$ cat src/rtl/exec_pkg.sv
// Shared encodings for the execute stage: ALUop codes, R-type funct values
// and the 4-bit operation codes driven into the ALU.
package exec_pkg;

  typedef enum logic [1:0] {
    ALUOP_ADD   = 2'b00,
    ALUOP_SUB   = 2'b01,
    ALUOP_RTYPE = 2'b10,
    ALUOP_ADD_X = 2'b11
  } aluOp_e;

  localparam logic [5:0] FUNCT_ADD = 6'b100000;
  localparam logic [5:0] FUNCT_SUB = 6'b100010;
  localparam logic [5:0] FUNCT_AND = 6'b100100;
  localparam logic [5:0] FUNCT_OR  = 6'b100101;
  localparam logic [5:0] FUNCT_SLT = 6'b101010;
  localparam logic [5:0] FUNCT_NOR = 6'b100111;

  typedef enum logic [3:0] {
    OP_AND     = 4'b0000,
    OP_OR      = 4'b0001,
    OP_ADD     = 4'b0010,
    OP_SUB     = 4'b0110,
    OP_SLT     = 4'b0111,
    OP_NOR     = 4'b1100,
    OP_ILLEGAL = 4'b1111
  } aluSel_e;

endpackage

$ cat src/rtl/alu_op_decode.sv
// ALU-control decode: maps ALUop and the R-type funct field to a 4-bit
// operation. Purely combinational so other stages can reuse it.
module alu_op_decode
  import exec_pkg::*;
(
  input  logic [1:0] alu_op,
  input  logic [5:0] funct,
  output aluSel_e    alu_sel
);

  always_comb begin
    // NOTE: default assigned first so every path drives alu_sel and no latch is inferred.
    alu_sel = OP_ADD;
    case (aluOp_e'(alu_op))
      ALUOP_ADD, ALUOP_ADD_X: alu_sel = OP_ADD;
      ALUOP_SUB:              alu_sel = OP_SUB;
      ALUOP_RTYPE: begin
        case (funct)
          FUNCT_ADD: alu_sel = OP_ADD;
          FUNCT_SUB: alu_sel = OP_SUB;
          FUNCT_AND: alu_sel = OP_AND;
          FUNCT_OR:  alu_sel = OP_OR;
          FUNCT_SLT: alu_sel = OP_SLT;
          FUNCT_NOR: alu_sel = OP_NOR;
          default:   alu_sel = OP_ILLEGAL;
        endcase
      end
      default: alu_sel = OP_ADD;
    endcase
  end

endmodule

$ cat src/rtl/alu_exec_unit.sv
// Execute stage: ALU-control decode, 32-bit ALU with zero flag, and the
// pc+4 / branch-target adders, all captured into one output register stage.
module alu_exec_unit
  import exec_pkg::*;
#(
  parameter int WIDTH  = 32,
  parameter int PC_INC = 4
) (
  input  logic             clk,
  input  logic             rst_n,
  input  logic             in_valid,
  input  logic [1:0]       alu_op,
  input  logic [5:0]       funct,
  input  logic [WIDTH-1:0] op1,
  input  logic [WIDTH-1:0] op2,
  input  logic [WIDTH-1:0] pc,
  input  logic [WIDTH-1:0] imm_ext,
  output logic             out_valid,
  output logic [3:0]       alu_sel,
  output logic [WIDTH-1:0] result,
  output logic             zero,
  output logic [WIDTH-1:0] pc_plus4,
  output logic [WIDTH-1:0] branch_target
);

  aluSel_e          aluSel;
  logic [WIDTH-1:0] aluResult;
  logic [WIDTH-1:0] pcPlus4Next;
  logic [WIDTH-1:0] branchTargetNext;
  logic             sltBit;

  alu_op_decode uDecode (
    .alu_op (alu_op),
    .funct  (funct),
    .alu_sel(aluSel)
  );

  assign sltBit = $signed(op1) < $signed(op2);

  // Sums wrap modulo 2^WIDTH; the shift drops imm_ext's top two bits.
  assign pcPlus4Next      = pc + WIDTH'(PC_INC);
  assign branchTargetNext = pcPlus4Next + (imm_ext << 2);

  always_comb begin
    aluResult = '0;
    case (aluSel)
      OP_ADD:  aluResult = op1 + op2;
      OP_SUB:  aluResult = op1 - op2;
      OP_AND:  aluResult = op1 & op2;
      OP_OR:   aluResult = op1 | op2;
      OP_NOR:  aluResult = ~(op1 | op2);
      OP_SLT:  aluResult = {{(WIDTH-1){1'b0}}, sltBit};
      default: aluResult = '0;
    endcase
  end

  always_ff @(posedge clk or negedge rst_n) begin
    if (!rst_n) begin
      out_valid     <= 1'b0;
      alu_sel       <= '0;
      result        <= '0;
      zero          <= 1'b0;
      pc_plus4      <= '0;
      branch_target <= '0;
    end else begin
      // NOTE: non-blocking assignments so every register samples pre-edge values.
      out_valid <= in_valid;
      if (in_valid) begin
        alu_sel       <= aluSel;
        result        <= aluResult;
        zero          <= (aluResult == '0);
        pc_plus4      <= pcPlus4Next;
        branch_target <= branchTargetNext;
      end
    end
  end

endmodule

$ cat config.mk
export PLATFORM = sky130hd
export DESIGN_NAME = alu_exec_unit
export DESIGN_NICKNAME = d
export VERILOG_FILES = /design/src/rtl/exec_pkg.sv /design/src/rtl/alu_op_decode.sv /design/src/rtl/alu_exec_unit.sv
export SDC_FILE = /design/constraint.sdc
export NUM_CORES = 1
export LEC_CHECK = 0
export BUFFER_PORTS_ARGS = -buffer_cell sky130_fd_sc_hd__clkbuf_2
export CORE_ASPECT_RATIO = 1.25
export CORE_MARGIN = 3
export CORE_UTILIZATION = 50
export CTS_CLUSTER_SIZE = 10
export DETAILED_ROUTE_END_ITERATION = 7
export PLACE_DENSITY_LB_ADDON = 0.05
export SLEW_MARGIN = 20
export SYNTH_ARGS = -nofsm -noshare
export SYNTH_HDL_FRONTEND = slang
export SYNTH_SLANG_ARGS = --single-unit
$ cat constraint.sdc
create_clock -name clk -period 1.6 [get_ports clk]
set_clock_uncertainty 0.15 [all_clocks]
set_input_delay 0.16 -clock clk [delete_from_list [all_inputs] [get_ports clk]]
set_output_delay 0.16 -clock clk [all_outputs]
set_load 0.01 [all_outputs]
==> results of run 1 <==
metrics by stage:
| step | TNS (ps) | std cells | hold WS [ps] |
|---|---|---|---|
| CTS | -63690 | 2421 | 3.97 |
| detailed placement | -101470 | 2350 | -86.1 |
| global placement | -96060 | 2350 | -89.8 |
| floorplan | -54160 | 1390 | -286 |
metal layers:
| metal | GRT overflow | global-route usage [%] |
|---|---|---|
| met1 | 0 | 65.7 |
| met4 | 0 | 69.4 |
| met3 | 0 | 52.1 |
| met2 | 2 | 90.3 |
| met5 | 0 | 14.4 |
synth_stat cells, types with 6 or more instances:
master,n,area (um2)
o311ai_0,7,61.3
a221oi_1,13,114
nor2b_1,12,75.1
dfrtp_1,100,2500
a31oi_1,15,93.8
a211oi_1,27,203
nand4_1,22,138
nor4_1,13,81.3
ha_1,136,1700
nand2_1,65,244
o221ai_1,8,70.1
buf_1,7,26.3
nor3_1,32,160
clkbuf_1,42,158
nand2b_1,13,81.3
mux2_2,69,777
nor2_1,146,548
xor2_1,21,184
inv_1,113,424
mux2i_1,7,70.1
a221o_1,9,90.1
nand3_1,41,205
o2111ai_1,9,78.8
o21ai_0,65,325
and4_1,7,61.3
a21o_1,32,240
o31ai_1,9,67.6
a21oi_1,113,566
o21bai_1,16,120
and2_1,11,68.8
or2_2,6,37.5
o21a_1,13,97.6
o211ai_1,14,105
and3_1,10,62.6
buf_2,13,65.1
xnor2_1,43,377
cells by family after synthesis:
logic type	synth area share, %
muxes	7.51
xor gates and xnor gates	4.97
adders and majority gates	15.6
and+or+nand+nor	17.5
buffers and inverters	6.53
AOI/OAI and AO/OA	25.7
DFF	22.2
timing repair:
item / CTS
buffers inserted: 61
resized for setup: 247
hold buffers: 3
setup endpoints to repair: 72
endpoints found under the hold margin: 102
pin swaps: 114
==> impl_results.md, run 1 <==
* Outcome: stopped before the end
* Stop stage: global routing
* Error: [ERROR GRT-0232] Routing congestion too high. Check the congestion heatmap in the GUI.
* Yosys cell types at 87
* Mean Syn Cell Area at 8.12 um2
* Port buffer count at 238
* Most used DFF post-synth: dfrtp_1
* Asr flop ratio synth at 100%
* Htree depth at 3
* Count of flip-flops with a built-in enable after synthesis at 0
* Sinks on Clock Net at 100
* Routability congestion estimate at 1.06
* Placed instance area at 0.0172 mm2
* Die Wd at 140 um
* Synthesized net count at 1,668
* Root buf cell: clkbuf_16
* Largest net degree at the start of global routing at 100
* Die Span Y at 174 um
* Register area share after synthesis at 22.2%
* Total CTS buffers at 9
* Hpwl dp at 36,200 um
* # IOs at 241
* FP Rows at 60
* Total track usage at 69.0%
* Setup WS pre-CTS at -2290 ps
* Post-synthesis cell count at 1,390
* #FFs+latches synth at 100
* Worst EP kind: register data pin
* Initial core utilization at 51.6%
* Initial antenna violation count at 6
* Worst_ep grt: branch_target[30]$_DFFE_PN0P_/D
* CTS max path bufs at 2
* Mapped Area at 0.0113 mm2
* Grt ovf at 2
* Ys Warns at 0
==> run 2: changes to the inputs <==
--- a/config.mk
+++ b/config.mk
@@ -6,12 +6,10 @@
 export NUM_CORES = 1
 export LEC_CHECK = 0
 export BUFFER_PORTS_ARGS = -buffer_cell sky130_fd_sc_hd__clkbuf_2
-export CORE_ASPECT_RATIO = 1.25
 export CORE_MARGIN = 3
-export CORE_UTILIZATION = 50
-export CTS_CLUSTER_SIZE = 10
+export CORE_UTILIZATION = 35
 export DETAILED_ROUTE_END_ITERATION = 7
-export PLACE_DENSITY_LB_ADDON = 0.05
+export PLACE_DENSITY_LB_ADDON = 0.15
 export SLEW_MARGIN = 20
 export SYNTH_ARGS = -nofsm -noshare
 export SYNTH_HDL_FRONTEND = slang
==> impl_results.md, run 2 <==
* Outcome: complete, but fails checks
* Failing checks: setup timing
* Clock Latency Late Sink at 360 ps
* Detail Route Antenna Nets at 0
* Reg2reg path depth at 2
* Cell Chain, Critical Path: buf_6, and4_4, and4_4, and3_4, buf_6, inv_4, nor2_4, nand4_1, xnor2_1, ha_1, nand3_2, nor2_4, buf_4, buf_4, buf_6, buf_6, buf_6, nand4_1, nand3_2, nand4_1, nand4_1, a31oi_1, xnor2_1, mux2_4
* Pleak at 9.94 nW
* Fill cells at 2,556
* Asr flop ratio synth at 100% (unchanged)
* Sinks on Clock Net at 100 (unchanged)
* Initial antenna violation count at 0
* Vias in the first global route at 13.7k
* Most Frequent Cell on Critical Path: buf_6
* Root buf cell: clkbuf_16
* Fin crit period at 3510 ps
* Hold Path End: branch_target[2]$_DFFE_PN0P_
* CP Data Required Time at 1700 ps
* Setup Crit Path Kind: in2reg
* Die Wd at 186 um (+32%)
* Total CTS buffers at 9 (unchanged)
* Per-cell routed wire length at 18.3 um
* Via/cell ratio at 5.29
* WP data arrival at 3600 ps
* Final cycle utilization of the critical path at 219%
* Layout cells sized above 1 at 59.3%
* Largest stage delay on the critical path at 330 ps
* Post-route setup slack at -1910 ps
* Critical path launch point: pc[7]
* Core box area at 0.0316 mm2
* Grt ovf at 0
* CTS tree: done
* Nets at 2,468
* P&R area growth vs syn at 84.5%
* R2R Path Start: result[29]$_DFFE_PN0P_
* Total track usage at 26.1%
* Reg2reg end: result[29]$_DFFE_PN0P_
* Antenna diodes at 0
* Synthesized net count at 1,668 (unchanged)
* PwrDens at 651 mW/mm2
* Register area share after synthesis at 22.2% (unchanged)
* Post-synth top area share at 22.2% (unchanged)
* Final Max Tran Viols at 0
* VDD IR max at 0.497 mV
* Reg2reg setup slack at 600 ps
* Fin. Hold Viols at 0
* Ys Warns at 0 (unchanged)
* CTS max path bufs at 2 (unchanged)
* # IOs at 241 (unchanged)
* FP Rows at 65 (+8.3%)
* Least-Margin Pin Slew at 721 ps
* Slew margin rel. at 52.0%
* Routability congestion estimate at 0.940 (-12%)
* Largest net degree at the start of global routing at 80
* Hpwl dp at 36,900 um (+1.8%)
* Mapped Area at 0.0113 mm2 (unchanged)
* Yosys cell types at 87 (unchanged)
* Post-synthesis cell count at 1,390 (unchanged)
* Total power at 13.5 mW
* Worst setup EP type: flip-flop
* Initial drt markers at 836
* Die Footprint at 0.0344 mm2
* Most used DFF post-synth: dfrtp_1
* Port buffer count at 238 (unchanged)
* Hold WC Path Type: in2reg
* Initial core utilization at 35.7% (-16 points)
* Max Fclk at 285 MHz
* Worst Path Max Fanout at 4
* First-pass GRT wire length at 72,400 um
* Commonest non-fill, non-tap cells in the layout: 538 x buf_4, 214 x clkbuf_2, 120 x nor2_1, 105 x ha_1, 100 x dfrtp_1
* # setup viols final at 72
* Drt drc at 0
* Mean Syn Cell Area at 8.12 um2 (unchanged)
* Hold depth at 3
* Synth top cells by count: 146 x nor2_1, 136 x ha_1, 113 x a21oi_1, 113 x inv_1, 100 x dfrtp_1
* Slowest library cell on the worst path: ha_1
* DR vias at 13.7k
* Htree depth at 3 (unchanged)
* Commonest non-fill, non-tap cell in the layout: buf_4
* Synth area leader: dfrtp_1
* Pre-antenna DRT Iters at 6
* Max-cap violations at 0
* Count leader, synth: nor2_1
* Die Span Y at 186 um (+6.7%)
* Area contributors post-synth: dfrtp_1 22%, ha_1 15%, mux2_2 6.9%
* Min-delay src: imm_ext[0]
* Setup TNS at -70,830 ps
* Final WL at 47,600 um
* Critical path launch point type: input port
* #FFs+latches synth at 100 (unchanged)
* Setup WS pre-CTS at -2240 ps (+51.7 ps)
* Reg clk slew, reported paths at 70 ps
* Biggest regs: pc_plus4 (32), result (32), branch_target (30)
* Unrepaired setup endpoints after global routing: true
* Count of flip-flops with a built-in enable after synthesis at 0 (unchanged)
==> run 2: how the worst max path moves through the flow <==
| stage | to | slack, ps | depth (start not counted) |
|---|---|---|---|
| final | branch_target[31]$_DFFE_PN0P_ | -1910 | 24 |
| after global routing | branch_target[30]$_DFFE_PN0P_ | -2080 | 20 |
| after CTS | branch_target[30]$_DFFE_PN0P_ | -1780 | 19 |
| after detailed placement | branch_target[30]$_DFFE_PN0P_ | -2240 | 19 |
| after global placement | branch_target[30]$_DFFE_PN0P_ | -2240 | 19 |
| after floorplan | branch_target[30]$_DFFE_PN0P_ | -2040 | 18 |
==> run 2: routing by layer <==
layer	wire, um	vias to the layer above	share of wire, %	global-route usage, %
met2	23100	415	48	44.6
met1	20700	6584	44	34.6
met3	2580	73	5.4	3.24
li1	-	6667	-	-
met5	0	-	0	0
met4	1240	0	2.6	7.83
==> run 2: kinds of logic after synthesis <==
kind of cell	after synthesis	share of synthesized area, %
AND/OR/NAND/NOR	405	17.5
XOR/XNOR	64	4.97
buffers and inverters	184	6.53
adder cells (fa/ha/maj)	139	15.6
flip-flops	100	22.2
AO/OA/AOI/OAI	422	25.7
multiplexers	76	7.51
==> run 2: layout make-up <==
class / count / area (um2) / area share, %
tap: 402 / 503 / 2.42
sequential: 100 / 2500 / 12.0
inverter: 114 / 538 / 2.58
clock buffer: 9 / 225 / 1.08
timing repair buffer: 859 / 6470 / 31.1
clock inverter: 7 / 75.1 / 0.361
multi-input combinational: 1106 / 10500 / 50.5
==> run 2: worst max-delay path, delay by kind of cell <==
kind / cells / cell delay, ps
XOR/XNOR: 2 / 370
buffers and inverters: 8 / 750
adder cells (fa/ha/maj): 1 / 330
multiplexers: 1 / 250
AO/OA/AOI/OAI: 1 / 190
AND/OR/NAND/NOR: 11 / 1530
==> run 2: report_power, final <==
group	leakage (nW)	switching (mW)	total, mW	internal (mW)
clock	0.144	1.08	2.30	1.23
combinational	8.62	3.88	7.98	4.10
sequential	1.17	0.285	3.26	2.98
total	9.94	5.24	13.5	8.31
==> run 2: per-stage QoR <==
stage                     hold WS, ps  util (%)  cells  area [um2]
after floorplan                  -286         -   1390       12200
after global placement           -102      55.4   2494       17500
after detailed placement         -101      55.4   2494       17500
after CTS                        2.11      61.7   2563       19500
after global routing             26.7      65.8   2597       20800
final                            18.0      65.8   2597       20800
==> run 2: what timing repair did <==
| action | in CTS | in global routing |
|---|---|---|
| cloned | 0 | 0 |
| hold buffers | 3 | 0 |
| hold endpoints to repair | 102 | 0 |
| setup buffers | 68 | 52 |
| endpoints found under the setup margin | 71 | 72 |
| pin swaps | 152 | 140 |
| resized for setup | 254 | 208 |
No activity file was read; power rests on OpenSTA's default activity.
